## src/rtl/midi_voice_allocator_pkg.sv

```systemverilog
// Shared definitions for the MIDI voice allocator.
//   NOTE_LOW / NOTE_HIGH : playable pitch window (C3..B4)
//   OFFSET_INVALID       : semitone offset marking an unusable pitch / empty voice
//   offset_t             : 5-bit semitone offset type
//   alloc_state_t        : allocator FSM states
package synth_pkg;

    localparam logic [7:0] NOTE_LOW  = 8'd48;
    localparam logic [7:0] NOTE_HIGH = 8'd71;

    typedef logic [4:0] offset_t;

    localparam offset_t OFFSET_INVALID = 5'd24;

    typedef enum logic [1:0] {
        IDLE   = 2'd0,
        LOOKUP = 2'd1,
        ASSIGN = 2'd2
    } alloc_state_t;

endpackage

```

## src/rtl/midi_voice_allocator_if.sv

```systemverilog
// Note event channel from the MIDI event decoder to the voice allocator.
//   valid    : event present (held by the sender until accepted)
//   ready    : allocator can accept an event
//   note_on  : 1 = note-on, 0 = note-off
//   pitch    : MIDI note number
//   velocity : MIDI velocity (0 on a note-on means note-off)
interface midi_voice_allocator_if;

    logic       valid;
    logic       ready;
    logic       note_on;
    logic [7:0] pitch;
    logic [6:0] velocity;

    // Event sender (decoder side)
    modport master (
        output valid,
        output note_on,
        output pitch,
        output velocity,
        input  ready
    );

    // Event receiver (allocator side)
    modport slave (
        input  valid,
        input  note_on,
        input  pitch,
        input  velocity,
        output ready
    );

endinterface

```

## src/rtl/midi_voice_allocator_lookup.sv

```systemverilog
// Combinational pitch-to-semitone-offset conversion.
//   pitch  : MIDI note number
//   offset : pitch - NOTE_LOW inside NOTE_LOW..NOTE_HIGH, OFFSET_INVALID otherwise
module note_offset_lookup
    import synth_pkg::*;
(
    input  logic [7:0] pitch,
    output offset_t    offset
);

    logic [7:0] diff_s;

    assign diff_s = pitch - NOTE_LOW;

    // Range check; in-range differences are at most 23, so 5 bits suffice
    always_comb begin
        if ((pitch >= NOTE_LOW) && (pitch <= NOTE_HIGH)) begin
            offset = diff_s[4:0];
        end else begin
            offset = OFFSET_INVALID;
        end
    end

endmodule

```

## src/rtl/midi_voice_allocator.sv

```systemverilog
// Polyphonic voice allocator: takes note events and assigns them to voice slots
// (retrigger > lowest free voice > steal oldest), releasing voices on note-off.
//   clk, reset     : clock and synchronous active-high reset
//   ev             : note event channel (slave side)
//   voice_gate     : voice i sounding
//   voice_offset   : voice i semitone offset, slice [5i+4:5i]
//   voice_velocity : voice i velocity, slice [7i+6:7i]
//   voice_trigger  : one-cycle pulse, voice i (re)started
//   steal          : one-cycle pulse, a gated voice was taken over
//   dropped        : one-cycle pulse, event pitch out of range
module midi_voice_allocator
    import synth_pkg::*;
#(
    parameter int NUM_VOICES = 4
) (
    input  logic                    clk,
    input  logic                    reset,
    midi_voice_allocator_if.slave   ev,
    output logic [NUM_VOICES-1:0]   voice_gate,
    output logic [5*NUM_VOICES-1:0] voice_offset,
    output logic [7*NUM_VOICES-1:0] voice_velocity,
    output logic [NUM_VOICES-1:0]   voice_trigger,
    output logic                    steal,
    output logic                    dropped
);

    localparam int RW = $clog2(NUM_VOICES);

    alloc_state_t          state_r;
    logic                  ev_note_on_r;
    logic [7:0]            ev_pitch_r;
    logic [6:0]            ev_vel_r;
    offset_t               ev_offset_r;
    offset_t               lookup_offset_s;

    logic [NUM_VOICES-1:0] gate_r;
    logic [NUM_VOICES-1:0] trigger_r;
    offset_t               voice_off_r [NUM_VOICES];
    logic [6:0]            voice_vel_r [NUM_VOICES];
    logic [RW-1:0]         rank_r      [NUM_VOICES];
    logic                  steal_r;
    logic                  dropped_r;

    logic [NUM_VOICES-1:0] match_hit_s;
    logic [RW-1:0]         match_idx_s;
    logic [RW-1:0]         free_idx_s;
    logic [RW-1:0]         oldest_idx_s;
    logic [RW-1:0]         chosen_idx_s;
    logic                  steal_s;
    logic                  is_note_on_s;

    note_offset_lookup u_lookup (
        .pitch  (ev_pitch_r),
        .offset (lookup_offset_s)
    );

    assign ev.ready = (state_r == IDLE) && !reset;

    // A zero-velocity note-on is a note-off
    assign is_note_on_s = ev_note_on_r && (ev_vel_r != 7'd0);

    // Matching-offset hit vector over the gated voices
    always_comb begin
        match_hit_s = '0;
        for (int i = 0; i < NUM_VOICES; i++) begin
            match_hit_s[i] = gate_r[i] && (voice_off_r[i] == ev_offset_r);
        end
    end

    // Priority encoders: scanning downward leaves the lowest-index hit
    always_comb begin
        match_idx_s  = '0;
        free_idx_s   = '0;
        oldest_idx_s = '0;
        for (int i = NUM_VOICES - 1; i >= 0; i--) begin
            match_idx_s  = match_hit_s[i] ? RW'(i) : match_idx_s;
            free_idx_s   = !gate_r[i] ? RW'(i) : free_idx_s;
            oldest_idx_s = (rank_r[i] == RW'(NUM_VOICES - 1)) ? RW'(i) : oldest_idx_s;
        end
    end

    // Note-on target: retrigger, else free voice, else steal the oldest
    always_comb begin
        chosen_idx_s = oldest_idx_s;
        steal_s      = 1'b0;
        if (|match_hit_s) begin
            chosen_idx_s = match_idx_s;
        end else if (!(&gate_r)) begin
            chosen_idx_s = free_idx_s;
        end else begin
            chosen_idx_s = oldest_idx_s;
            steal_s      = 1'b1;
        end
    end

    // Allocator FSM with all voice state and registered pulses
    always_ff @(posedge clk) begin
        if (reset) begin
            state_r      <= IDLE;
            ev_note_on_r <= 1'b0;
            ev_pitch_r   <= 8'd0;
            ev_vel_r     <= 7'd0;
            ev_offset_r  <= OFFSET_INVALID;
            gate_r       <= '0;
            trigger_r    <= '0;
            steal_r      <= 1'b0;
            dropped_r    <= 1'b0;
            for (int i = 0; i < NUM_VOICES; i++) begin
                voice_off_r[i] <= OFFSET_INVALID;
                voice_vel_r[i] <= 7'd0;
                rank_r[i]      <= RW'(i);
            end
        end else begin
            trigger_r <= '0;
            steal_r   <= 1'b0;
            dropped_r <= 1'b0;
            case (state_r)
                IDLE: begin
                    if (ev.valid && ev.ready) begin
                        ev_note_on_r <= ev.note_on;
                        ev_pitch_r   <= ev.pitch;
                        ev_vel_r     <= ev.velocity;
                        state_r      <= LOOKUP;
                    end else begin
                        state_r <= IDLE;
                    end
                end
                LOOKUP: begin
                    ev_offset_r <= lookup_offset_s;
                    state_r     <= ASSIGN;
                end
                ASSIGN: begin
                    state_r <= IDLE;
                    if (ev_offset_r == OFFSET_INVALID) begin
                        dropped_r <= 1'b1;
                    end else if (is_note_on_s) begin
                        gate_r[chosen_idx_s]      <= 1'b1;
                        voice_off_r[chosen_idx_s] <= ev_offset_r;
                        voice_vel_r[chosen_idx_s] <= ev_vel_r;
                        trigger_r[chosen_idx_s]   <= 1'b1;
                        steal_r                   <= steal_s;
                        // Chosen voice becomes newest; younger voices age by one
                        for (int i = 0; i < NUM_VOICES; i++) begin
                            if (RW'(i) == chosen_idx_s) begin
                                rank_r[i] <= '0;
                            end else if (rank_r[i] < rank_r[chosen_idx_s]) begin
                                rank_r[i] <= rank_r[i] + RW'(1);
                            end else begin
                                rank_r[i] <= rank_r[i];
                            end
                        end
                    end else if (|match_hit_s) begin
                        // Offset/velocity hold for the release phase
                        gate_r[match_idx_s] <= 1'b0;
                    end else begin
                        gate_r <= gate_r;
                    end
                end
                default: begin
                    state_r <= IDLE;
                end
            endcase
        end
    end

    assign voice_gate    = gate_r;
    assign voice_trigger = trigger_r;
    assign steal         = steal_r;
    assign dropped       = dropped_r;

    for (genvar gi = 0; gi < NUM_VOICES; gi++) begin : g_flatten
        assign voice_offset[5*gi +: 5]   = voice_off_r[gi];
        assign voice_velocity[7*gi +: 7] = voice_vel_r[gi];
    end

endmodule

```

## src/flat_wrapper.sv

```systemverilog
// flat-port wrapper written by rule: the top's interface ports become plain ports
module midi_voice_allocator_flat import synth_pkg::*;
#(
    parameter int NUM_VOICES = 4
)
  (clk, reset, voice_gate, voice_offset, voice_velocity, voice_trigger, steal, dropped, ev_valid, ev_note_on, ev_pitch, ev_velocity, ev_ready);
  midi_voice_allocator_if ev_i ();
  input  logic clk;
  input  logic reset;
  output logic [NUM_VOICES-1:0] voice_gate;
  output logic [5*NUM_VOICES-1:0] voice_offset;
  output logic [7*NUM_VOICES-1:0] voice_velocity;
  output logic [NUM_VOICES-1:0] voice_trigger;
  output logic steal;
  output logic dropped;
  input wire logic [$bits(ev_i.valid)-1:0] ev_valid;
  input wire logic [$bits(ev_i.note_on)-1:0] ev_note_on;
  input wire logic [$bits(ev_i.pitch)-1:0] ev_pitch;
  input wire logic [$bits(ev_i.velocity)-1:0] ev_velocity;
  output wire logic [$bits(ev_i.ready)-1:0] ev_ready;
  assign ev_i.valid = ev_valid;
  assign ev_i.note_on = ev_note_on;
  assign ev_i.pitch = ev_pitch;
  assign ev_i.velocity = ev_velocity;
  assign ev_ready = ev_i.ready;
  midi_voice_allocator #(.NUM_VOICES(NUM_VOICES)) u_core (.clk(clk), .reset(reset), .ev(ev_i), .voice_gate(voice_gate), .voice_offset(voice_offset), .voice_velocity(voice_velocity), .voice_trigger(voice_trigger), .steal(steal), .dropped(dropped));
endmodule
```

## config.mk

```make
export PLATFORM = sky130hd
export DESIGN_NAME = midi_voice_allocator_flat
export DESIGN_NICKNAME = d
export VERILOG_FILES = /design/src/rtl/midi_voice_allocator_pkg.sv /design/src/rtl/midi_voice_allocator_if.sv /design/src/rtl/midi_voice_allocator_lookup.sv /design/src/rtl/midi_voice_allocator.sv /design/src/flat_wrapper.sv
export SDC_FILE = /design/constraint.sdc
export NUM_CORES = 1
export LEC_CHECK = 0
export ABC_AREA = 1
export CAP_MARGIN = 20
export CORE_UTILIZATION = 52
export DETAILED_ROUTE_END_ITERATION = 7
export PLACE_DENSITY = 0.79
export SETUP_SLACK_MARGIN = 0.02
export SYNTH_ARGS = -nofsm -noshare
export SYNTH_HDL_FRONTEND = slang
export SYNTH_HIERARCHICAL = 1
export SYNTH_SLANG_ARGS = --single-unit
```

## constraint.sdc

```tcl
create_clock -name clk -period 3.3 [get_ports clk]
set_input_delay 0.825 -clock clk [delete_from_list [all_inputs] [get_ports clk]]
set_output_delay 0.825 -clock clk [all_outputs]
set_load 0.01 [all_outputs]
```

==> metrics.md <==
| Metric | Value |
|---|---|
| Die ar. | `8730 sq um` |
| Slew margin rel. | `54.6%` |
| Yosys warnings | `6` |
| Total CTS buffers | `9` |
| H-tree Lvls | `3` |
| FF/Latch Area | `2340 sq um` |
| Area Overhead vs Synth | `26.0%` |
| Cells after Synth | `506` |
| Synth Register Bits | `89` |
| Final Setup Violations | `0` |
| Vias in the first global route | `3401` |
| Worst-Skew Late Latency | `350 ps` |
| Share of the synthesized area in the top cell type | `38.7%` |
| Initial antenna violation count | `0` |
| Commonest cells post-synth | `nand2_1, inv_1, nor2_1, edfxtp_1, dfxtp_1` |
| Worst-margin pin slew | `679 ps` |
| Worst vdd ir | `0.282 mV` |
| Internal power | `1.74 mW` |
| CTS Hold Bufs | `0` |
| Largest area contributor in the netlist | `edfxtp_1` |
| Max-cap violations | `0` |
| Sequential-to-total area share from yosys stat | `53.9%` |
| Post-CTS Setup Repair Bufs | `0` |
| Fin crit share | `87.8%` |
| Minimum clock period after layout | `2900 ps` |
| Post-detail-place hpwl | `7460 um` |
| I/O Buffers | `77` |
| Critical Path RT | `2470 ps` |
| Core Area | `7890 sq um` |
| Starting Density | `55.1%` |
| Post-Syn Area | `4350 sq um` |
| Top post-synthesis cells by area | `edfxtp_1, dfxtp_1, nand2_1` |
| Post-route ant nets | `0` |
| Residual DRC | `0` |
| Asr flop ratio synth | `0%` |
| TritonCTS clock tree | `yes` |
| Proportion of layout cells with a drive suffix above 1 | `14.1%` |
| EDFF count, synth | `56` |
| Grt ovf | `0` |
| Crit Path Class | `in -> out` |
| Clk slew on worst S/H paths | `90 ps` |
| Largest net degree at the start of global routing | `25` |
| Std-Cell Rows | `32` |
| Leakage | `2.24 nW` |
| Clock network power share | `36.4%` |
| Die Height | `93.4 um` |
| Die Span X | `93.4 um` |
| Worst setup SP type | `input port` |
| CP endpoint kind | `primary output` |
| I/O Pins | `78` |
| Most frequent cell after synthesis | `nand2_1` |
| Hold_ws | `469 ps` |
| Clock Tree Buf Depth | `2` |
| GP Congestion | `0.895` |
| Worst clock skew | `9.85 ps` |
| Ant. Diodes | `0` |
| Drt first pass iters | `5` |
| Gate power share | `9.1%` |
| Net Sw Frac | `23.5%` |
| HP Class | `reg -> reg` |
| Syn nets | `529` |
| Tot Pwr | `2.27 mW` |
| Syn_area_per_cell | `8.59 sq um` |
| DR vias/cell | `5.21` |
| Fmax achieved | `345 MHz` |
| Placement-stage cell area | `5250 sq um` |
| Root buffer cell | `clkbuf_8` |
| DRT iter0 DRCs | `330` |
| First-pass GRT wire length | `16100 um` |
| Unrepaired setup endpoints after global routing | `false` |
| Multi-input logic area | `1660 sq um` |
| Total Nets Final | `615` |
| Clock sink total | `89` |
| Post-route non-filler standard cell count | `699` |
| Maximum fanout along the worst path | `2` |
| Post-CTS sizing | `0` |
| Yosys cell types | `37` |
| PwrDens | `414 nW/um^2` |
| Hold Violations, Final | `0` |
| Fin Setup TNS | `0 ps` |
| Final Slew Violations | `0` |
| Via count | `3645` |
| Final WL | `9810 um` |
| Flop pwr share | `54.5%` |
| Outcome | `finished clean` |
| Design Area, Final | `5480 sq um` |
| Mean routed wirelength per cell | `14.0 um` |
| Global Route Usage Sum | `24.0%` |
| Post-Place Cells | `683` |
| Layout fillers | `634` |
| Worst path arrival time | `2070 ps` |
| Net Sw Power | `534 uW` |
| Prevailing post-synth register cell | `edfxtp_1` |
==> final timing paths <==
check	start	endpoint	slack, ps	cells past startpoint
min reg2reg	u_core/ev_pitch_r[0]$_SDFFE_PP0P_	u_core/ev_pitch_r[0]$_SDFFE_PP0P_	470	2
max reg2reg	u_core/ev_offset_r[1]$_SDFFE_PP0N_	u_core/voice_off_r[1][1]$_SDFFCE_PN0P_	540	12
min	u_core/ev_pitch_r[0]$_SDFFE_PP0P_	u_core/ev_pitch_r[0]$_SDFFE_PP0P_	470	2
max	reset	ev_ready	400	3
==> power groups by stage <==
stage / registers, mW / logic [mW] / clock network, mW
CTS: 1.24 / 0.206 / 0.844
finish: 1.24 / 0.206 / 0.826
global placement: 1.26 / 0.201 / 0
global route: 1.24 / 0.229 / 0.884
detailed placement: 1.26 / 0.205 / 0
floorplan: 1.27 / 0.107 / 0
==> critical path, cell delays in order <==
cell and delay (ps):
clkdlybuf4s50_1 420, nor3_1 230, clkdlybuf4s50_1 590
==> stage by stage <==
step                util, %  setup WS [ps]
finish                 69.4            404
global route           69.4            322
CTS                    69.4            398
detailed placement     66.6            416
global placement       66.6            457
floorplan                 -            633
==> cell usage in the layout (no fill, tap or decap), drive strengths merged, types with 2 or more instances in the layout <==
cell type	instances
dfxtp	33
clkbuf	9
nor2	83
o21ai	18
bufinv	2
nand4	5
edfxtp	56
inv	82
o211ai	3
nand2	142
a211oi	2
ha	4
nor3	10
a21oi	27
clkinv	3
nand3	29
buf	7
clkdlybuf4s50	77
==> layout make-up <==
class                      count  area share [%]
sequential                    89            42.8
clock inverter                 7            1.80
clock buffer                   9            2.26
inverter                      80            5.57
timing repair buffer          84            15.0
multi-input combinational    328            30.2
tap                          102            2.33
==> sequential cells by signal (all words and copies together), names as in the netlist, 4 cells and up <==
| signal | flops |
|---|---|
| u_core/ev_offset_r | 5 |
| u_core/ev_pitch_r | 8 |
| u_core/ev_vel_r | 7 |
| u_core/rank_r | 8 |
| u_core/voice_gate | 4 |
| u_core/voice_off_r | 20 |
| u_core/voice_trigger | 4 |
| u_core/voice_vel_r | 28 |
==> per-layer routing <==
metal  up-vias  share of wire, %  track usage, %
li1       1797                 -               -
met1      1668                45            33.3
met2       160                46            37.5
met3        20               7.2            4.80
met4         0               2.0            8.08
met5         -                 0               0
==> cell families (layout without fill, tap and decap cells) <==
kind of cell,Yosys count,after routing,share of synthesized area (%)
buffers and inverters,89,180,8.03
AND/OR/NAND/NOR,271,271,29.9
AO/OA/AOI/OAI,53,53,6.99
flip-flops,89,89,53.9
adder cells (fa/ha/maj),4,4,1.15
(Power assumes the default switching activity.)
